===== config.mk =====
export PLATFORM = sky130hd
export DESIGN_NAME = csr_unit_flat
export DESIGN_NICKNAME = d
export VERILOG_FILES = /design/src/rtl/csr_unit_pkg.sv /design/src/rtl/inf_EX_CSR.sv /design/src/rtl/csr_counter64.sv /design/src/rtl/csr_unit.sv /design/src/flat_wrapper.sv
export SDC_FILE = /design/constraint.sdc
export NUM_CORES = 1
export LEC_CHECK = 0
export ABC_CLOCK_PERIOD_IN_PS = 5100
export BUFFER_PORTS_ARGS = -buffer_cell sky130_fd_sc_hd__buf_2
export CAP_MARGIN = 5
export CORE_MARGIN = 2
export CORE_UTILIZATION = 55
export CTS_BUF_LIST = sky130_fd_sc_hd__clkbuf_4 sky130_fd_sc_hd__clkbuf_8 sky130_fd_sc_hd__clkbuf_16
export DETAILED_ROUTE_END_ITERATION = 6
export GPL_TIMING_DRIVEN = 0
export PLACE_DENSITY = 0.78
export SLEW_MARGIN = 15
export SYNTH_ARGS = -nofsm -noshare
export SYNTH_HDL_FRONTEND = slang
export SYNTH_SLANG_ARGS = --single-unit

===== constraint.sdc =====
create_clock -name clk -period 5.1 [get_ports clk]
set_input_delay 0 -clock clk [delete_from_list [all_inputs] [get_ports clk]]
set_output_delay 0 -clock clk [all_outputs]
set_load 0.005 [all_outputs]

===== src/rtl/csr_unit_pkg.sv =====
// Shared definitions for the machine-mode CSR unit: CSR addresses, bit indices and FSM states.
package csr_unit_pkg;

    localparam logic [11:0] CSR_MSTATUS   = 12'h300;
    localparam logic [11:0] CSR_MIE       = 12'h304;
    localparam logic [11:0] CSR_MTVEC     = 12'h305;
    localparam logic [11:0] CSR_MEPC      = 12'h341;
    localparam logic [11:0] CSR_MIP       = 12'h344;
    localparam logic [11:0] CSR_MCYCLE    = 12'hB00;
    localparam logic [11:0] CSR_MCYCLEH   = 12'hB80;
    localparam logic [11:0] CSR_MINSTRET  = 12'hB02;
    localparam logic [11:0] CSR_MINSTRETH = 12'hB82;
    localparam logic [11:0] CSR_CYCLE     = 12'hC00;
    localparam logic [11:0] CSR_CYCLEH    = 12'hC80;
    localparam logic [11:0] CSR_INSTRET   = 12'hC02;
    localparam logic [11:0] CSR_INSTRETH  = 12'hC82;

    localparam int unsigned MSTATUS_MIE  = 3;
    localparam int unsigned MSTATUS_MPIE = 7;
    localparam int unsigned MIE_MEIE     = 11;
    localparam int unsigned MIE_MTIE     = 7;
    localparam int unsigned MIP_MEIP     = 11;
    localparam int unsigned MIP_MTIP     = 7;

    typedef enum logic {
        RUN   = 1'b0,
        SLEEP = 1'b1
    } csr_state_e;

endpackage


===== src/rtl/inf_EX_CSR.sv =====
// EX-stage <-> CSR-unit handshake bundle.
interface inf_EX_CSR;
    logic [31:0] pc;
    logic [11:0] csr_addr;
    logic [31:0] rs1_rdata;
    logic        reg_wr;
    logic        wr;
    logic        set;
    logic        clr;
    logic        mret;
    logic        wfi;
    logic [31:0] rd_wdata;

    modport CSR2EX (
        input  pc, csr_addr, rs1_rdata, reg_wr, wr, set, clr, mret, wfi,
        output rd_wdata
    );

    modport EX2CSR (
        output pc, csr_addr, rs1_rdata, reg_wr, wr, set, clr, mret, wfi,
        input  rd_wdata
    );
endinterface


===== src/rtl/csr_counter64.sv =====
// 64-bit free-running counter with increment enable and independent 32-bit half write ports.
module csr_counter64 (
    input  logic        clk,
    input  logic        rst_n,
    input  logic        inc_en,
    input  logic        wr_lo,
    input  logic        wr_hi,
    input  logic [31:0] wr_data,
    output logic [63:0] value
);

    logic [63:0] value_inc;

    assign value_inc = value + {63'd0, inc_en};

    // A half write freezes the other half: no increment, no carry.
    always_ff @(posedge clk or negedge rst_n) begin
        if (!rst_n) begin
            value <= '0;
        end else if (wr_lo) begin
            value[31:0] <= wr_data;
        end else if (wr_hi) begin
            value[63:32] <= wr_data;
        end else begin
            value <= value_inc;
        end
    end

endmodule


===== src/rtl/csr_unit.sv =====
// Machine-mode CSR file, counters and trap/WFI controller sitting behind the EX stage.
module csr_unit
    import csr_unit_pkg::*;
#(
    parameter logic [31:0] MTVEC_RST = 32'h0000_0000
) (
    input  logic              clk,
    input  logic              rst_n,
    inf_EX_CSR.CSR2EX         ex2csr,
    input  logic              ex_valid_i,
    input  logic              exemem_en_i,
    input  logic              retire_i,
    input  logic              meip_i,
    input  logic              mtip_i,
    output logic              redirect_o,
    output logic [31:0]       redirect_pc_o,
    output logic              wfi_stall_o
);

    csr_state_e  state_q, state_d;
    logic        mstatus_mie_q, mstatus_mpie_q;
    logic        meie_q, mtie_q;
    logic [29:0] mtvec_q, mepc_q, wfi_pc_q;
    logic [31:0] mstatus_rd, mie_rd, mip_rd, mtvec_rd, mepc_rd;
    logic [31:0] old_val, new_val;
    logic [63:0] mcycle, minstret;
    logic        commit, irq, take_irq, do_mret, csr_we;
    logic        unused_bits;

    assign unused_bits = ^{ex2csr.reg_wr, ex2csr.pc[1:0]};

    always_comb begin
        mstatus_rd                 = '0;
        mstatus_rd[12:11]          = 2'b11;
        mstatus_rd[MSTATUS_MIE]    = mstatus_mie_q;
        mstatus_rd[MSTATUS_MPIE]   = mstatus_mpie_q;
        mie_rd                     = '0;
        mie_rd[MIE_MEIE]           = meie_q;
        mie_rd[MIE_MTIE]           = mtie_q;
        mip_rd                     = '0;
        mip_rd[MIP_MEIP]           = meip_i;
        mip_rd[MIP_MTIP]           = mtip_i;
    end

    assign mtvec_rd = {mtvec_q, 2'b00};
    assign mepc_rd  = {mepc_q, 2'b00};

    always_comb begin
        case (ex2csr.csr_addr)
            CSR_MSTATUS:                old_val = mstatus_rd;
            CSR_MIE:                    old_val = mie_rd;
            CSR_MTVEC:                  old_val = mtvec_rd;
            CSR_MEPC:                   old_val = mepc_rd;
            CSR_MIP:                    old_val = mip_rd;
            CSR_MCYCLE,   CSR_CYCLE:    old_val = mcycle[31:0];
            CSR_MCYCLEH,  CSR_CYCLEH:   old_val = mcycle[63:32];
            CSR_MINSTRET, CSR_INSTRET:  old_val = minstret[31:0];
            CSR_MINSTRETH, CSR_INSTRETH: old_val = minstret[63:32];
            default:                    old_val = '0;
        endcase
    end

    assign ex2csr.rd_wdata = old_val;

    always_comb begin
        if (ex2csr.wr) begin
            new_val = ex2csr.rs1_rdata;
        end else if (ex2csr.set) begin
            new_val = old_val | ex2csr.rs1_rdata;
        end else begin
            new_val = old_val & ~ex2csr.rs1_rdata;
        end
    end

    assign irq      = (meie_q & meip_i) | (mtie_q & mtip_i);
    assign commit   = ex_valid_i & exemem_en_i;
    assign take_irq = mstatus_mie_q & irq & (commit | (state_q == SLEEP));
    assign do_mret  = commit & ex2csr.mret & ~take_irq;
    assign csr_we   = commit & ~take_irq & (ex2csr.wr | ex2csr.set | ex2csr.clr);

    always_ff @(posedge clk or negedge rst_n) begin
        if (!rst_n) begin
            state_q <= RUN;
        end else begin
            state_q <= state_d;
        end
    end

    always_comb begin
        state_d       = state_q;
        redirect_o    = 1'b0;
        redirect_pc_o = '0;
        case (state_q)
            RUN:   if (commit && ex2csr.wfi && !irq) state_d = SLEEP;
            SLEEP: if (irq) state_d = RUN;
        endcase
        if (take_irq) begin
            redirect_o    = 1'b1;
            redirect_pc_o = mtvec_rd;
        end else if (do_mret) begin
            redirect_o    = 1'b1;
            redirect_pc_o = mepc_rd;
        end
    end

    assign wfi_stall_o = (state_q == SLEEP);

    always_ff @(posedge clk or negedge rst_n) begin
        if (!rst_n) begin
            mstatus_mie_q  <= 1'b0;
            mstatus_mpie_q <= 1'b0;
            meie_q         <= 1'b0;
            mtie_q         <= 1'b0;
            mtvec_q        <= MTVEC_RST[31:2];
            mepc_q         <= '0;
            wfi_pc_q       <= '0;
        end else begin
            if (csr_we) begin
                case (ex2csr.csr_addr)
                    CSR_MSTATUS: begin
                        mstatus_mie_q  <= new_val[MSTATUS_MIE];
                        mstatus_mpie_q <= new_val[MSTATUS_MPIE];
                    end
                    CSR_MIE: begin
                        meie_q <= new_val[MIE_MEIE];
                        mtie_q <= new_val[MIE_MTIE];
                    end
                    CSR_MTVEC: mtvec_q <= new_val[31:2];
                    CSR_MEPC:  mepc_q  <= new_val[31:2];
                    default: ;
                endcase
            end
            // Leaving SLEEP resumes after the WFI, whatever EX currently holds.
            if (take_irq) begin
                mepc_q         <= (state_q == SLEEP) ? wfi_pc_q + 30'd1 : ex2csr.pc[31:2];
                mstatus_mpie_q <= mstatus_mie_q;
                mstatus_mie_q  <= 1'b0;
            end else if (do_mret) begin
                mstatus_mie_q  <= mstatus_mpie_q;
                mstatus_mpie_q <= 1'b1;
            end
            if (state_q == RUN && state_d == SLEEP) begin
                wfi_pc_q <= ex2csr.pc[31:2];
            end
        end
    end

    csr_counter64 u_mcycle (
        .clk     (clk),
        .rst_n   (rst_n),
        .inc_en  (1'b1),
        .wr_lo   (csr_we && ex2csr.csr_addr == CSR_MCYCLE),
        .wr_hi   (csr_we && ex2csr.csr_addr == CSR_MCYCLEH),
        .wr_data (new_val),
        .value   (mcycle)
    );

    csr_counter64 u_minstret (
        .clk     (clk),
        .rst_n   (rst_n),
        .inc_en  (retire_i),
        .wr_lo   (csr_we && ex2csr.csr_addr == CSR_MINSTRET),
        .wr_hi   (csr_we && ex2csr.csr_addr == CSR_MINSTRETH),
        .wr_data (new_val),
        .value   (minstret)
    );

endmodule

===== src/flat_wrapper.sv =====
// flat-port wrapper written by rule: the top's interface ports become plain ports
module csr_unit_flat import csr_unit_pkg::*;
#(
    parameter logic [31:0] MTVEC_RST = 32'h0000_0000
)
  (clk, rst_n, ex_valid_i, exemem_en_i, retire_i, meip_i, mtip_i, redirect_o, redirect_pc_o, wfi_stall_o, ex2csr_pc, ex2csr_csr_addr, ex2csr_rs1_rdata, ex2csr_reg_wr, ex2csr_wr, ex2csr_set, ex2csr_clr, ex2csr_mret, ex2csr_wfi, ex2csr_rd_wdata);
  inf_EX_CSR ex2csr_i ();
  input  logic clk;
  input  logic rst_n;
  input  logic ex_valid_i;
  input  logic exemem_en_i;
  input  logic retire_i;
  input  logic meip_i;
  input  logic mtip_i;
  output logic redirect_o;
  output logic [31:0] redirect_pc_o;
  output logic wfi_stall_o;
  input wire logic [$bits(ex2csr_i.pc)-1:0] ex2csr_pc;
  input wire logic [$bits(ex2csr_i.csr_addr)-1:0] ex2csr_csr_addr;
  input wire logic [$bits(ex2csr_i.rs1_rdata)-1:0] ex2csr_rs1_rdata;
  input wire logic [$bits(ex2csr_i.reg_wr)-1:0] ex2csr_reg_wr;
  input wire logic [$bits(ex2csr_i.wr)-1:0] ex2csr_wr;
  input wire logic [$bits(ex2csr_i.set)-1:0] ex2csr_set;
  input wire logic [$bits(ex2csr_i.clr)-1:0] ex2csr_clr;
  input wire logic [$bits(ex2csr_i.mret)-1:0] ex2csr_mret;
  input wire logic [$bits(ex2csr_i.wfi)-1:0] ex2csr_wfi;
  output wire logic [$bits(ex2csr_i.rd_wdata)-1:0] ex2csr_rd_wdata;
  assign ex2csr_i.pc = ex2csr_pc;
  assign ex2csr_i.csr_addr = ex2csr_csr_addr;
  assign ex2csr_i.rs1_rdata = ex2csr_rs1_rdata;
  assign ex2csr_i.reg_wr = ex2csr_reg_wr;
  assign ex2csr_i.wr = ex2csr_wr;
  assign ex2csr_i.set = ex2csr_set;
  assign ex2csr_i.clr = ex2csr_clr;
  assign ex2csr_i.mret = ex2csr_mret;
  assign ex2csr_i.wfi = ex2csr_wfi;
  assign ex2csr_rd_wdata = ex2csr_i.rd_wdata;
  csr_unit #(.MTVEC_RST(MTVEC_RST)) u_core (.clk(clk), .rst_n(rst_n), .ex2csr(ex2csr_i), .ex_valid_i(ex_valid_i), .exemem_en_i(exemem_en_i), .retire_i(retire_i), .meip_i(meip_i), .mtip_i(mtip_i), .redirect_o(redirect_o), .redirect_pc_o(redirect_pc_o), .wfi_stall_o(wfi_stall_o));
endmodule

# After elaboration in Yosys (flattened, before gate mapping)
# Cells that the tools add are included.
[op_classes]
addsub = 3
eq_ne = 15
n_mux = 28
bitwise_logic = 18
reduce_logical = 20
[ops]
columns = ["operator", "count"]
rows = [
  ["two-way mux 32 bit", 10],
  ["case mux 32 bit (9 select lines)", 1],
  ["two-way mux 30 bit", 4],
  ["equality test 12 bit (second input constant)", 8],
  ["adder 64 x 1 -> 64 bit", 1],
  ["adder 64 x 1 -> 64 bit (second input constant)", 1],
  ["equality test 12 x 10 -> 1 bit (second input constant)", 5],
  ["bitwise AND 32 bit", 1],
  ["inverter 32 bit", 1],
  ["bitwise OR 32 bit", 1],
  ["adder 30 x 1 -> 30 bit (second input constant)", 1],
  ["two-way mux 1 bit", 12],
  ["bitwise AND 1 bit", 9],
  ["AND reduction 2 bit", 4],
  ["OR reduction 2 bit", 4],
  ["logical AND 1 bit", 7],
  ["nonzero test 3 bit", 2],
  ["!= test 2 bit (second input constant)", 2],
  ["bitwise OR 1 bit", 4],
  ["nonzero test 2 bit", 2],
  ["inverter 1 bit", 2],
  ["case mux 1 bit (2 select lines)", 1],
  ["zero test 1 bit", 1],
]
[word_totals]
regBits = 223
inputBits = 89
word_cells = 96

# Longest topological paths before layout
[logic_depth]
ltp_word = 10
mapped_depth = 10

# Hierarchy
# Synthesis repeated with hierarchy kept, for this count alone.
[unflattened]
cells_unflattened = 1789
hier_area_um2 = 15393.5
[modules_own_cells]
columns = ["module", "n_inst", "cells_per_inst", "area_each_um2", "seq_area_each_um2"]
rows = [
  ["csr_counter64", 2, 460, 3948.8, 1601.5],
  ["csr_unit", 1, 869, 7495.9, 2377.3],
]

# Worst setup path after synthesis
# OpenSTA, ideal clock, no wires.
[synth_timing]
kind = "reg-to-reg"
start = "register u_core.u_minstret.value[0]"
end = "register u_core.u_minstret.value[62]"
setup_ps = 87
arrival_time_ps = 2158
slack_ps = 2854
path_stages_with_launch = 9
n_path_buf = 0
synth_period_minus_slack_ps = 2246
path_cell_list = "dfrtp_1 -> ha_1 -> ha_1 -> nand3_1 -> nor4_1 -> nand4_1 -> or3_1 -> o31a_1 -> o211ai_1"
[synth_between]
elab_chain_len = 2
[synth_rtl]
columns = ["element", "line", "source"]
rows = [
  ["from (decl)", "csr_counter64.sv:9", "output logic [63:0] value"],
  ["from (signal assigned)", "csr_counter64.sv:21", "value[31:0] <= wr_data;"],
  ["from (signal assigned)", "csr_counter64.sv:25", "value <= value_inc;"],
  ["adder 64 x 1 -> 64 bit", "csr_counter64.sv:14", "assign value_inc = value + {63'd0, inc_en};"],
  ["two-way mux 32 bit", "csr_counter64.sv:22", "end else if (wr_hi) begin"],
]
# Every way passes these cells.
# A chain may end at the register's enable or synchronous reset.

# Worst setup path after layout
[layout_timing]
start = "register u_core.mtie_q"
end = "register u_core.u_mcycle.value[28]"
[layout_between]
elab_chain_len = 9
word_cells_on_any_way = 11
cone_classes = "eq/ne (1); mux (1); bitwise (7); reduce/logical (2)"
[layout_rtl]
columns = ["element", "line", "source"]
rows = [
  ["from (decl)", "csr_unit.sv:22", "logic meie_q, mtie_q;"],
  ["from (signal assigned)", "csr_unit.sv:126", "mtie_q <= new_val[MIE_MTIE];"],
  ["bitwise AND 1 bit (*)", "csr_unit.sv:75", "assign irq = (meie_q & meip_i) | (mtie_q & mtip_i);"],
  ["bitwise OR 1 bit (*)", "csr_unit.sv:75", ""],
  ["bitwise AND 1 bit (*) (2 in series)", "csr_unit.sv:77", "assign take_irq = mstatus_mie_q & irq & (commit | (state_q == SLEEP));"],
  ["inverter 1 bit (*)", "csr_unit.sv:79", "assign csr_we = commit & ~take_irq & (ex2csr.wr | ex2csr.set | ex2csr.clr);"],
  ["bitwise AND 1 bit (*) (2 in series)", "csr_unit.sv:79", ""],
  ["logical AND 1 bit (on tied branches)", "csr_unit.sv:152, csr_unit.sv:153", ""],
  ["!= test 2 bit (no source line) / two-way mux 32 bit (equally long branches)", "n/a", ""],
  ["to (signal assigned)", "csr_counter64.sv:21", ""],
  ["to (signal assigned)", "csr_counter64.sv:25", ""],
  ["to (decl)", "csr_counter64.sv:9", ""],
]
# Every way passes the cells marked *; elsewhere a longest branch is shown, timed or not.

==> results_dict.tcl <==
set metrics [dict create \
    hold_viol 3 \
    ant_nets 0 \
    die_x_um 172 \
    worstMarginPinSlew_ns 1.42 \
    clockBufferDepth 3 \
    worst-path-max-fanout 10 \
    first_global_vias 17000 \
    synth_cell_types 94 \
    status "finished, violations left" \
    pwr-share-seq_pct 43.3 \
    ff2ff_path_depth 9 \
    syn_area_per_cell_um2 8.72 \
    start_util_pct 55.8 \
    arrival_ns 4.13 \
    dieArea_um2 29400 \
    cts_resized 0 \
    finalSetupTns_ns 0 \
    synth_top_area_cell "dfrtp_1" \
    grt_max_degree 92 \
    crit_path_start_kind "register" \
    setup_viol 0 \
    timing.hold.ws_ns -0.00482 \
    endpoint_kind "register" \
    relSlewSlack_pct 4.12 \
    syn_inst 1771 \
    critPathTopFamily "compound AO/OA/AOI/OAI gates" \
    grt_pass1_wl_mm 109 \
    ys.flop_type "dfrtp_1" \
    drt_pass1_iterations 7 \
    comb_power_share_pct 11.9 \
    n_fill_cell 2311 \
    fin_crit_sh_pct 73.2 \
    dp_slack_ns 1.55 \
    syn_to_final_growth_pct 17.6 \
    drt_iter0_drc 3107 \
    switching_share_pct 28.6 \
    cts-root-buf "clkbuf_16" \
    place_hpwl_mm 56.0 \
    max_freq_ghz 0.268 \
    max_stage_delay_ns 0.86 \
    drive_gt1_share_pct 16.5 \
    synth_top_area_share_pct 36.1 \
    layout.nets 2092 \
    wl_mm 75.4 \
    pwr-share-clk_pct 44.8 \
    post_cts_buffers 0 \
    seq_area_frac_synth_pct 36.1 \
    rr_startpoint "u_core.mtie_q$_DFFE_PN0P_" \
    port_buffers 143 \
    cts_tree "yes" \
    via_count 17800 \
    gp_congestion 1.08 \
    finalCriticalPeriod_ns 3.74 \
    r2r_setup_slack_ns 1.36 \
    rsz0062_at_grt "false" \
    cts_sinks 223 \
    critical_path_class "register to register" \
    synth_area_leaders "dfrtp_1 (36%), mux2i_1 (4.7%), o21ai_0 (4.4%), mux2_2 (3.8%), nand2_1 (3.6%)" \
    cp_slowest_cell "a2111oi_4" \
    path_buf_inv 3 \
    synth_area_um2 15400 \
    ys_seq_elements 223 \
    detail_route.wl_per_cell_um 31.4 \
    p_leak_nw 7.66 \
    synth_edf_count 0 \
    die_y_um 172 \
    cts_max_level 1 \
    clk_latency_ns 0.57 \
    num_rows 61 \
    ys_async_sr_fraction_pct 100 \
    final_common_cell "dfrtp_1" \
    antenna_found_initial 4 \
    crit_chain "a22o_1 > clkbuf_1 > a2111oi_4 > nor4bb_1 > buf_2 > buf_4 > nor3_1 > a21oi_1 > o21ai_0" \
    failed_checks "hold timing" \
    slew_violations 0 \
    vias_per_cell 7.41 \
    drv_cap 0 \
    ir_drop_mv 0.426 \
    io_pins 155 \
    p_switching_mw 1.29 \
    required_ns 5.50 \
    cts_buffers 27 \
    p_per_area_nw_per_um2 247 \
    hp-class "input pin to async pin" \
    cp.depth 9 \
    drc_errors 0 \
    crit_start "u_core.mtie_q$_DFFE_PN0P_" \
    yosysWarnings 0 \
    cts.clk_slew.worst_paths_ns 0.06 \
    p_int_mw 3.21 \
    reg2reg_to "u_core.u_mcycle.value[28]$_DFFE_PN0P_" \
    fin_ws_ns 1.36 \
    core_area_um2 27700 \
    worst_clock_skew_ns 0.0216 \
    layout_common_cells "dfrtp_1 (223), buf_2 (182), nand2_1 (149)" \
    grt_usage_pct 50.6 \
    overflow 0 \
]
cells in the mapped netlist, drive strengths merged (6+ instances only):
cell and count:
o221ai 11, inv 22, nand3b 8, a32oi 11, buf 56, o211ai 52, nand3 107, nor3b 9
o311ai 6, xnor2 27, dfrtp 223, a21o 12, mux2i 73, and2 21, o31ai 7, and3 40
or3 16, a311oi 6, a31oi 33, nand2 149, a22oi 33, a221o 10, a211oi 22, a31o 6
nand4 72, a21oi 89, mux2 52, o21ai 143, o22ai 24, o31a 7, clkbuf 74, xor2 31
nor4 33, or4 10, nor3 39, a41oi 11, nor2 92, a22o 37, and4 21, nand2b 10
final cells by class:
class	instances	area, um2	share of cell area [%]
Sequential cell	223	5580	30.7
Clock buffer	42	851	4.68
Inverter	22	82.6	0.454
Antenna cell	4	10.0	0.0551
Multi-Input combinational cell	1397	9220	50.8
Clock inverter	6	58.8	0.324
Timing Repair Buffer	198	1310	7.20
Tap cell	378	473	2.60
Buffer	130	584	3.22
power groups by stage:
stage	combinational, mW	sequential, mW	clock [mW]
6_report	0.536	1.95	2.02
3_5_place_dp	0.473	1.97	0
2_1_floorplan	0.249	1.93	0
4_1_cts	0.509	1.94	2.00
3_3_place_gp	0.456	1.97	0
5_1_grt	0.560	1.95	2.08
cells by family after synthesis:
kind of cell / after synthesis / synth area share, %
AND/OR/NAND/NOR: 644 / 22.5
AO/OA/AOI/OAI: 563 / 24.8
flip-flops: 223 / 36.1
buffers and inverters: 152 / 4.32
multiplexers: 126 / 8.67
XOR/XNOR: 58 / 3.29
adder cells (fa/ha/maj): 4 / 0.324
other: 1 / 0.0243
per-stage QoR:
stage | instances | total power [mW] | util, % | instance area, um2
6_report | 2400 | 4.50 | 65.6 | 18200
5_1_grt | 2397 | 4.59 | 65.6 | 18200
4_1_cts | 2394 | 4.44 | 65.5 | 18100
3_5_place_dp | 2295 | 2.44 | 60.3 | 16700
3_3_place_gp | 2293 | 2.42 | 60.1 | 16600
2_1_floorplan | 1772 | 2.18 | - | 15500
sequential cells by signal (all words and copies together) (netlist names):
signal and count:
u_core.u_mcycle.value 64, u_core.u_minstret.value 64, u_core.mepc_q 30, u_core.mtvec_q 30, u_core.wfi_pc_q 30, u_core.meie_q 1
u_core.mstatus_mie_q 1, u_core.mstatus_mpie_q 1, u_core.mtie_q 1, u_core.wfi_stall_o 1
per-layer routing:
| metal | share of wire, % | vias up | track usage (%) | wire [um] |
|---|---|---|---|---|
| met1 | 34 | 8298 | 61.8 | 25600 |
| li1 | - | 7318 | - | - |
| met4 | 8.8 | 0 | 35.1 | 6620 |
| met3 | 14 | 463 | 13.0 | 10600 |
| met5 | 0 | - | 0 | 0 |
| met2 | 43 | 1701 | 78.4 | 32600 |
worst max path at each step:
stage,end,slack (ns)
6_report,u_core.u_mcycle.value[28]$_DFFE_PN0P_,1.36
5_1_grt,u_core.u_minstret.value[0]$_DFFE_PN0P_,1.49
4_1_cts,u_core.u_minstret.value[0]$_DFFE_PN0P_,1.66
3_5_place_dp,u_core.mtvec_q[20]$_DFFE_PN0P_,1.55
3_3_place_gp,u_core.wfi_pc_q[20]$_DFFE_PN0P_,-0.09
2_1_floorplan,u_core.u_minstret.value[62]$_DFFE_PN0N_,2.85
what timing repair did:
item	in CTS	in global routing
endpoints found under the hold margin	212	1
hold buffers	51	1
setup endpoints to repair	0	0
Power figures use the tool's default switching activity.
